**src/rtl/sar_seq_ctrl.sv**
```systemverilog
// sar_seq_ctrl: successive-approximation sequencer for the SAR ADC datapath.
// Holds the track/hold switch for SAMPLE_CYCLES, then runs a binary search
// over WIDTH bits. Each bit's trial code is held for SETTLE_CYCLES, and the
// comparator decision is taken on the last edge of that window.
// Optional build macro: SAR_CONTINUOUS_EN.
//   undefined : single-shot, DONE returns to IDLE and each conversion needs start.
//   defined   : free-running, DONE goes straight back to SAMPLE and busy stays high.
// All outputs come straight from flops.
module sar_seq_ctrl #(
  parameter int WIDTH         = 8,
  parameter int SAMPLE_CYCLES = 1,
  parameter int SETTLE_CYCLES = 1
) (
  input  logic             clk,
  input  logic             reset,
  input  logic             start,
  input  logic             comp_in,
  output logic             sample,
  output logic [WIDTH-1:0] dac_code,
  output logic             busy,
  output logic             done,
  output logic [WIDTH-1:0] result
);

  localparam int MAX_CYC = (SAMPLE_CYCLES > SETTLE_CYCLES) ? SAMPLE_CYCLES : SETTLE_CYCLES;
  localparam int CNT_W   = $clog2(MAX_CYC) + 1;
  localparam int BIT_W   = $clog2(WIDTH) + 1;

  localparam logic [CNT_W-1:0] SAMPLE_LAST = CNT_W'(SAMPLE_CYCLES - 1);
  localparam logic [CNT_W-1:0] SETTLE_LAST = CNT_W'(SETTLE_CYCLES - 1);
  localparam logic [CNT_W-1:0] CNT_ZERO    = {CNT_W{1'b0}};
  localparam logic [CNT_W-1:0] CNT_ONE     = {{(CNT_W-1){1'b0}}, 1'b1};
  localparam logic [BIT_W-1:0] BIT_ZERO    = {BIT_W{1'b0}};
  localparam logic [BIT_W-1:0] BIT_ONE     = {{(BIT_W-1){1'b0}}, 1'b1};
  localparam logic [BIT_W-1:0] MSB_IDX     = BIT_W'(WIDTH - 1);
  localparam logic [WIDTH-1:0] CODE_ZERO   = {WIDTH{1'b0}};
  localparam logic [WIDTH-1:0] CODE_ONE    = {{(WIDTH-1){1'b0}}, 1'b1};

  typedef enum logic [1:0] {
    ST_IDLE    = 2'd0,
    ST_SAMPLE  = 2'd1,
    ST_CONVERT = 2'd2,
    ST_DONE    = 2'd3
  } state_t;

  state_t           state_r, state_s;
  logic [CNT_W-1:0] cnt_r, cnt_s;
  logic [BIT_W-1:0] bit_r, bit_s;
  logic [WIDTH-1:0] code_r, code_s;
  logic [WIDTH-1:0] result_r, result_s;
  logic             sample_r, sample_s;
  logic             busy_r, busy_s;
  logic             done_r, done_s;
  logic [WIDTH-1:0] trial_bit_s;
  logic [WIDTH-1:0] decided_s;

  // Next-state and next-output logic; every output is precomputed for the coming cycle.
  always_comb begin
    state_s     = state_r;
    cnt_s       = cnt_r;
    bit_s       = bit_r;
    code_s      = code_r;
    result_s    = result_r;
    sample_s    = 1'b0;
    busy_s      = 1'b0;
    done_s      = 1'b0;
    // The bit under trial is the only one the comparator decision can clear.
    trial_bit_s = CODE_ONE << bit_r;
    decided_s   = comp_in ? code_r : (code_r & ~trial_bit_s);

    case (state_r)
      ST_IDLE: begin
        code_s = CODE_ZERO;
        cnt_s  = CNT_ZERO;
        if (start) begin
          state_s  = ST_SAMPLE;
          sample_s = 1'b1;
          busy_s   = 1'b1;
        end else begin
          state_s  = ST_IDLE;
        end
      end

      ST_SAMPLE: begin
        busy_s = 1'b1;
        code_s = CODE_ZERO;
        if (cnt_r == SAMPLE_LAST) begin
          // Leave track mode; the first trial is the MSB alone.
          state_s  = ST_CONVERT;
          cnt_s    = CNT_ZERO;
          bit_s    = MSB_IDX;
          code_s   = CODE_ONE << MSB_IDX;
          sample_s = 1'b0;
        end else begin
          cnt_s    = cnt_r + CNT_ONE;
          sample_s = 1'b1;
        end
      end

      ST_CONVERT: begin
        busy_s = 1'b1;
        if (cnt_r == SETTLE_LAST) begin
          cnt_s = CNT_ZERO;
          if (bit_r == BIT_ZERO) begin
            state_s  = ST_DONE;
            done_s   = 1'b1;
            result_s = decided_s;
            code_s   = decided_s;
          end else begin
            // Keep the decided upper bits and set the next lower bit as the trial.
            bit_s  = bit_r - BIT_ONE;
            code_s = decided_s | (CODE_ONE << (bit_r - BIT_ONE));
          end
        end else begin
          cnt_s = cnt_r + CNT_ONE;
        end
      end

      ST_DONE: begin
        cnt_s = CNT_ZERO;
`ifdef SAR_CONTINUOUS_EN
        // Free-running: start the next sample immediately.
        state_s  = ST_SAMPLE;
        sample_s = 1'b1;
        busy_s   = 1'b1;
        code_s   = CODE_ZERO;
`else
        state_s  = ST_IDLE;
        code_s   = CODE_ZERO;
`endif
      end

      default: begin
        state_s = ST_IDLE;
        cnt_s   = CNT_ZERO;
        bit_s   = BIT_ZERO;
        code_s  = CODE_ZERO;
      end
    endcase
  end

  // State, counter and output registers with synchronous active-low reset.
  always_ff @(posedge clk) begin
    if (!reset) begin
      state_r  <= ST_IDLE;
      cnt_r    <= CNT_ZERO;
      bit_r    <= BIT_ZERO;
      code_r   <= CODE_ZERO;
      result_r <= CODE_ZERO;
      sample_r <= 1'b0;
      busy_r   <= 1'b0;
      done_r   <= 1'b0;
    end else begin
      state_r  <= state_s;
      cnt_r    <= cnt_s;
      bit_r    <= bit_s;
      code_r   <= code_s;
      result_r <= result_s;
      sample_r <= sample_s;
      busy_r   <= busy_s;
      done_r   <= done_s;
    end
  end

  assign sample   = sample_r;
  assign dac_code = code_r;
  assign busy     = busy_r;
  assign done     = done_r;
  assign result   = result_r;

endmodule

```
**config.mk**
```make
export PLATFORM = sky130hd
export DESIGN_NAME = sar_seq_ctrl
export DESIGN_NICKNAME = d
export VERILOG_FILES = /design/src/rtl/sar_seq_ctrl.sv
export SDC_FILE = /design/constraint.sdc
export NUM_CORES = 1
export LEC_CHECK = 0
export CAP_MARGIN = 20
export CORE_UTILIZATION = 51
export CTS_BUF_LIST = sky130_fd_sc_hd__clkbuf_16
export CTS_CLUSTER_SIZE = 10
export DETAILED_ROUTE_END_ITERATION = 8
export PLACE_DENSITY_LB_ADDON = 0.2
export SETUP_SLACK_MARGIN = 0.1
export SLEW_MARGIN = 0
export SYNTH_ARGS = -nofsm -noshare
export SYNTH_HDL_FRONTEND = slang
export SYNTH_SLANG_ARGS = --single-unit
export TNS_END_PERCENT = 100
```
**constraint.sdc**
```tcl
create_clock -name clk -period 1.8 [get_ports clk]
set_input_delay 0.36 -clock clk [delete_from_list [all_inputs] [get_ports clk]]
set_output_delay 0.36 -clock clk [all_outputs]
set_load 0.05 [all_outputs]
```
==> results of run 1 <==
[kinds of logic after synthesis]
| logic type | count (synthesis) | synth area share |
|---|---|---|
| AO/OA/AOI/OAI | 35 | 0.176 |
| multiplexers | 2 | 0.0164 |
| buffers and inverters | 13 | 0.0473 |
| flip-flops | 25 | 0.386 |
| adder cells (fa/ha/maj) | 10 | 0.0964 |
| AND/OR/NAND/NOR | 64 | 0.278 |
[stage by stage]
step | total power [uW] | instances | worst slack, ps | hold WS (ps)
floorplan | 1490 | 149 | 163 | 511
global placement | 1760 | 200 | 206 | 442
detailed placement | 1800 | 200 | 133 | 452
CTS | 2300 | 204 | 111 | 458
global route | 2530 | 205 | 80.6 | 480
finish | 2380 | 205 | 173 | 454
[area by class of cell]
class | instances | area (um^2)
Clock buffer | 3 | 75.1
Clock inverter | 1 | 5.00
Fill cell | 200 | 666
Multi-Input combinational cell | 111 | 748
Tap cell | 28 | 35.0
Inverter | 5 | 18.8
Sequential cell | 25 | 500
Timing Repair Buffer | 32 | 249
[layer usage]
| metal | vias to the layer above | global-route usage | part of all wire |
|---|---|---|---|
| li1 | 593 | - | - |
| met1 | 573 | 0.343 | 0.48 |
| met2 | 43 | 0.382 | 0.46 |
| met3 | 6 | 0.0377 | 0.045 |
| met4 | 0 | 0.114 | 0.018 |
| met5 | - | 0 | 0 |
[cell usage in the layout (no fill, tap or decap), drive strengths merged, types with 2 or more instances in the layout]
cell type / instances
a21boi: 8
a21oi: 11
a22oi: 3
a32oi: 4
and3: 2
buf: 28
clkbuf: 3
clkdlybuf4s50: 3
dfxtp: 25
ha: 10
inv: 5
nand2: 24
nand2b: 2
nand3: 12
nand4b: 3
nor2: 5
nor2b: 2
nor3: 3
nor3b: 3
o21ai: 6
or4b: 3
[registers in the layout, indices dropped and copies added, names as in the netlist]
signal,flops
dac_code,8
result,8
bit_r,4
state_r,2
busy,1
done,1
sample,1
[synth_stat cells, types with 3 or more instances]
| cell type | instances |
|---|---|
| clkbuf_1 | 5 |
| o21ai_0 | 6 |
| nand4b_1 | 3 |
| ha_1 | 10 |
| a32oi_1 | 4 |
| dfxtp_1 | 25 |
| a21boi_1 | 8 |
| nand3_1 | 12 |
| or4b_1 | 3 |
| nor2_1 | 4 |
| inv_1 | 5 |
| nand2_1 | 24 |
| a21oi_1 | 11 |
| a22oi_1 | 3 |
[critical path, cell delays in order, from the launching register on]
cell and delay, ps:
dfxtp_1 340, inv_1 80, ha_2 230, nor2_2 140, mux2i_2 120, or4b_1 510, a21oi_1 140
[power breakdown]
part           internal (uW)  switching [uW]  total, uW
combinational            456             714       1170
sequential               634            73.8        707
clock                    300             200        500
total                   1390             988       2380
[worst max path at each step]
stage | startpoint | to | slack [ps] | cells past startpoint
6_report | bit_r[0] | dac_code[3] | 170 | 6
5_1_grt | bit_r[1] | dac_code[3] | 80 | 6
4_1_cts | bit_r[0] | dac_code[3] | 110 | 6
3_5_place_dp | bit_r[0] | dac_code[3] | 130 | 6
3_3_place_gp | comp_in | dac_code[6] | 210 | 5
2_1_floorplan | bit_r[0] | dac_code[0] | 160 | 6
[repair_timing]
action | CTS | global route
hold endpoints to repair | 0 | 0
setup endpoints to repair | 1 | 12
gates resized for setup | 1 | 5
buffers inserted | 0 | 1
==> flow_summary.ini, run 1 <==
[setup_path]
reg2reg_depth = 6
path_max_fanout = 6
arrival_ps = 1810
rr_startpoint = bit_r[0]
reg2reg_to = dac_code[3]
required_ps = 1980
crit_path_end_kind = flop
start_kind = flop
r2r_slack_ps = 170
path_class = flop to flop

[sta]
finalMaxSlewViolations = 0
finalHoldViolations = 0
slew_headroom = 0.680
setup_viol = 0
timing.final.crit_share = 0.904
fin_skew_ps = 5.05
fmax_mhz = 615
rsz0062_at_grt = no
fin_crit_ps = 1630
setup_tns_ps = 0
tightest_slew_ps = 482

[worst_hold_path]
min_from = result[0]
hp-class = flop to flop
hold_path_depth = 2
whs_endpoint = result[0]

[finish]
final_area_um2 = 1630
areaGrowthSynthToFinish_pct = 25.7
nNetsFinal = 192
fin_util = 0.710
antennaDiodeCount = 0
final_layout_size_suffix_gt1_frac = 0.237

[status]
status = finished, final reports clean

[place]
port_buffers = 22
dp_hpwl_mm = 2.18
post_dp_cell_area_um2 = 1530
gp_congestion = 0.956

[logic_synthesis]
postSynthAreaPerCell_um2 = 8.71
async_reset_ff_frac = 0
ys_seq_elements = 25
yosys.area.top_type = dfxtp_1
synth_flop_cell = dfxtp_1
ys_warn_count = 0
synth_top_cells_by_area = dfxtp_1 (39%), ha_1 (9.6%), nand2_1 (6.9%)
seq_area_frac_synth = 0.386
synth_nets = 163
synth_top_cell_area_share = 0.386
synth_area_um2 = 1300
synth_edf_count = 0
synth.distinct_cells = 36
synth_cells = 149

[clocking]
cts_root_buffer = clkbuf_16
hold_buffers = 0
clock_latency_ps = 260
cts_htree_levels = 1
cts_tree = built
cts_num_sinks = 25
clk_path_buf_depth = 2
cts-buffers-inserted = 3
path_clk_slew_ps = 70

[floorplan]
die-area_um2 = 2750
die_y_um = 52.4
die_x_um = 52.4
core_area_um2 = 2300
rows = 17
pin_count = 23
start_util = 0.565

[grt]
grt_pass1_vias = 1040
grt_first_pass_wirelength_mm = 4.92
grt_max_degree = 15
antenna_found_initial = 0
grtUsageTotal = 0.250
overflow = 0

[detailed_routing]
vias = 1215
drt_iter0_markers = 28
viasPerCell = 5.93
drt_wl_total_mm = 3.13
first_pass_iters = 4
drc_errors = 0
avgRoutedWirePerCell_um = 15.3
ant_nets = 0

[pwr]
power_density_nw_per_um2 = 1460
ir_worst_vdd_uv = 1150
power.leakage_uw = 0.000649

[run]
cap_violations = 0
No activity file was read; power rests on OpenSTA's default activity.
==> run 2: changes to the inputs <==
--- a/config.mk
+++ b/config.mk
@@ -10,6 +10,7 @@
 export CTS_BUF_LIST = sky130_fd_sc_hd__clkbuf_16
 export CTS_CLUSTER_SIZE = 10
 export DETAILED_ROUTE_END_ITERATION = 8
+export GPL_TIMING_DRIVEN = 0
 export PLACE_DENSITY_LB_ADDON = 0.2
 export SETUP_SLACK_MARGIN = 0.1
 export SLEW_MARGIN = 0
==> run 2 against run 1 <==
Global-route usage decreased by 1.3 points. Power decreased by 2.4%. First-iteration DRC count increased by 25%. Setup slack improved by 2.5 ps. Register-to-register slack about the same. Critical endpoint is now dac_code[2]. Largest cell class unchanged. Largest power group unchanged.
==> flow_summary.ini, run 2 (synthesis results as in run 1) <==
[detailed_routing]
top_layer_used = met4
ant_nets = 0
vias = 1177
viasPerCell = 5.77
avgRoutedWirePerCell_um = 14.5
met1_length_mm = 1.31
drc_errors = 0
wl_met3_um = 184
drt_iter0_markers = 35
wl_met2_mm = 1.43
first_pass_iters = 4
drt_wl_total_mm = 2.95

[clocking]
clk_path_buf_depth = 2
cts-buffers-inserted = 3
cts_root_buffer = clkbuf_16
cts_tree = built
hold_buffers = 0
cts_htree_levels = 1
clock_latency_ps = 250
cts_num_sinks = 25
path_clk_slew_ps = 60

[setup_path]
path_delay_family = simple AND/OR/NAND/NOR gates
crit_chain = inv_2, ha_4, nor2_2, mux2i_2, or4b_1, a21oi_2
max_stage_delay_ps = 530
rr_startpoint = bit_r[0]
crit_path_end_kind = flop
start_kind = flop
cp_num_buf_inv = 1
slowest_stage = or4b_1
crit_start = bit_r[0]
path_max_fanout = 8
arrival_ps = 1810
path_class = flop to flop
required_ps = 1980

[grt]
antenna_found_initial = 0
grt_max_degree = 14
grtUsageTotal = 0.237
grt_pass1_vias = 1069
overflow = 0
grt_first_pass_wirelength_mm = 4.75

[finish]
final_layout_size_suffix_gt1_frac = 0.136
nNetsFinal = 191
antennaDiodeCount = 0
nFillCells = 180
final_area_um2 = 1660
final_cell_mix = nand2_1 (23), dfxtp_1 (23), dlygate4sd2_1 (19)
areaGrowthSynthToFinish_pct = 27.6

[place]
place_ws_ps = -112
port_buffers = 22
gp_congestion = 0.882
dp_hpwl_mm = 2.09
post_dp_cell_area_um2 = 1550

[sta]
fin_crit_ps = 1620
slew_headroom = 0.669
finalHoldViolations = 0
setup_tns_ps = 0
finalMaxSlewViolations = 0
fin_skew_ps = 2.57
timing.final.crit_share = 0.902
setup_ws_ps = 176
hold_ws_ps = 447
tightest_slew_ps = 499
fmax_mhz = 616
rsz0062_at_grt = no
setup_viol = 0

[pwr]
power.leakage_uw = 0.000687
clkPwrFrac = 0.207
p_comb_frac = 0.483
total_power_uw = 2320
ir_worst_vdd_uv = 1040
p_int_uw = 1360
power_density_nw_per_um2 = 1400
p_sw_uw = 961
seqPwrFrac = 0.310
sw_frac_of_total = 0.414

[floorplan]
rows = 17
core_area_um2 = 2300
die-area_um2 = 2750
die_x_um = 52.4
pin_count = 23
start_util = 0.565
die_y_um = 52.4

[worst_hold_path]
hp-class = flop to flop
min_from = result[2]

[run]
cap_violations = 0

[status]
status = finished, final reports clean
[run 2: changes by cell type in the layout (fill, tap and decap cells not counted), sizes merged]
cell / change
buf: -24
dlygate4sd2: +18
clkbuf: +5
clkinv: -1
inv: +1
[run 2: area by class of cell]
class,instances,area (um^2),area share
multi-input cells,111,763,0.461
clock inverters,1,3.75,0.00227
repair buffers,23,204,0.123
inverters,5,18.8,0.0113
flip-flops and latches,25,508,0.307
plain buffers,8,47.5,0.0287
well taps,28,35.0,0.0212
clock buffers,3,75.1,0.0454
[run 2: power groups by stage]
stage	clock network [uW]	registers, uW	logic [uW]
2_1_floorplan	0	813	677
3_3_place_gp	0	712	995
3_5_place_dp	0	719	1020
4_1_cts	484	712	1030
5_1_grt	514	728	1230
6_report	480	719	1120
[run 2: worst paths after layout]
path	to	slack, ps	depth (start not counted)
min	result[2]	450	2
min reg2reg	result[2]	450	2
max	dac_code[2]	180	6
max reg2reg	dac_code[2]	180	6
[run 2: per-layer routing]
| metal | global-route usage | up-vias |
|---|---|---|
| li1 | - | 582 |
| met1 | 0.290 | 545 |
| met2 | 0.399 | 46 |
| met3 | 0.0406 | 4 |
| met4 | 0.110 | 0 |
| met5 | 0 | - |
[run 2: worst min-delay path, stage by stage, from the launching register on]
cell and delay (ps):
dfxtp_1 300, nand2_1 50, a21boi_1 50
[run 2: repair_timing]
action	in CTS	in global routing
endpoints found under the setup margin	38	18
resized for setup	25	12
pin swaps	0	1
endpoints found under the hold margin	0	0
buffers inserted	0	1
[run 2: metrics by stage]
step | utilization | instances
2_1_floorplan | - | 149
3_3_place_gp | 0.676 | 199
3_5_place_dp | 0.676 | 199
4_1_cts | 0.705 | 203
5_1_grt | 0.721 | 204
6_report | 0.721 | 204
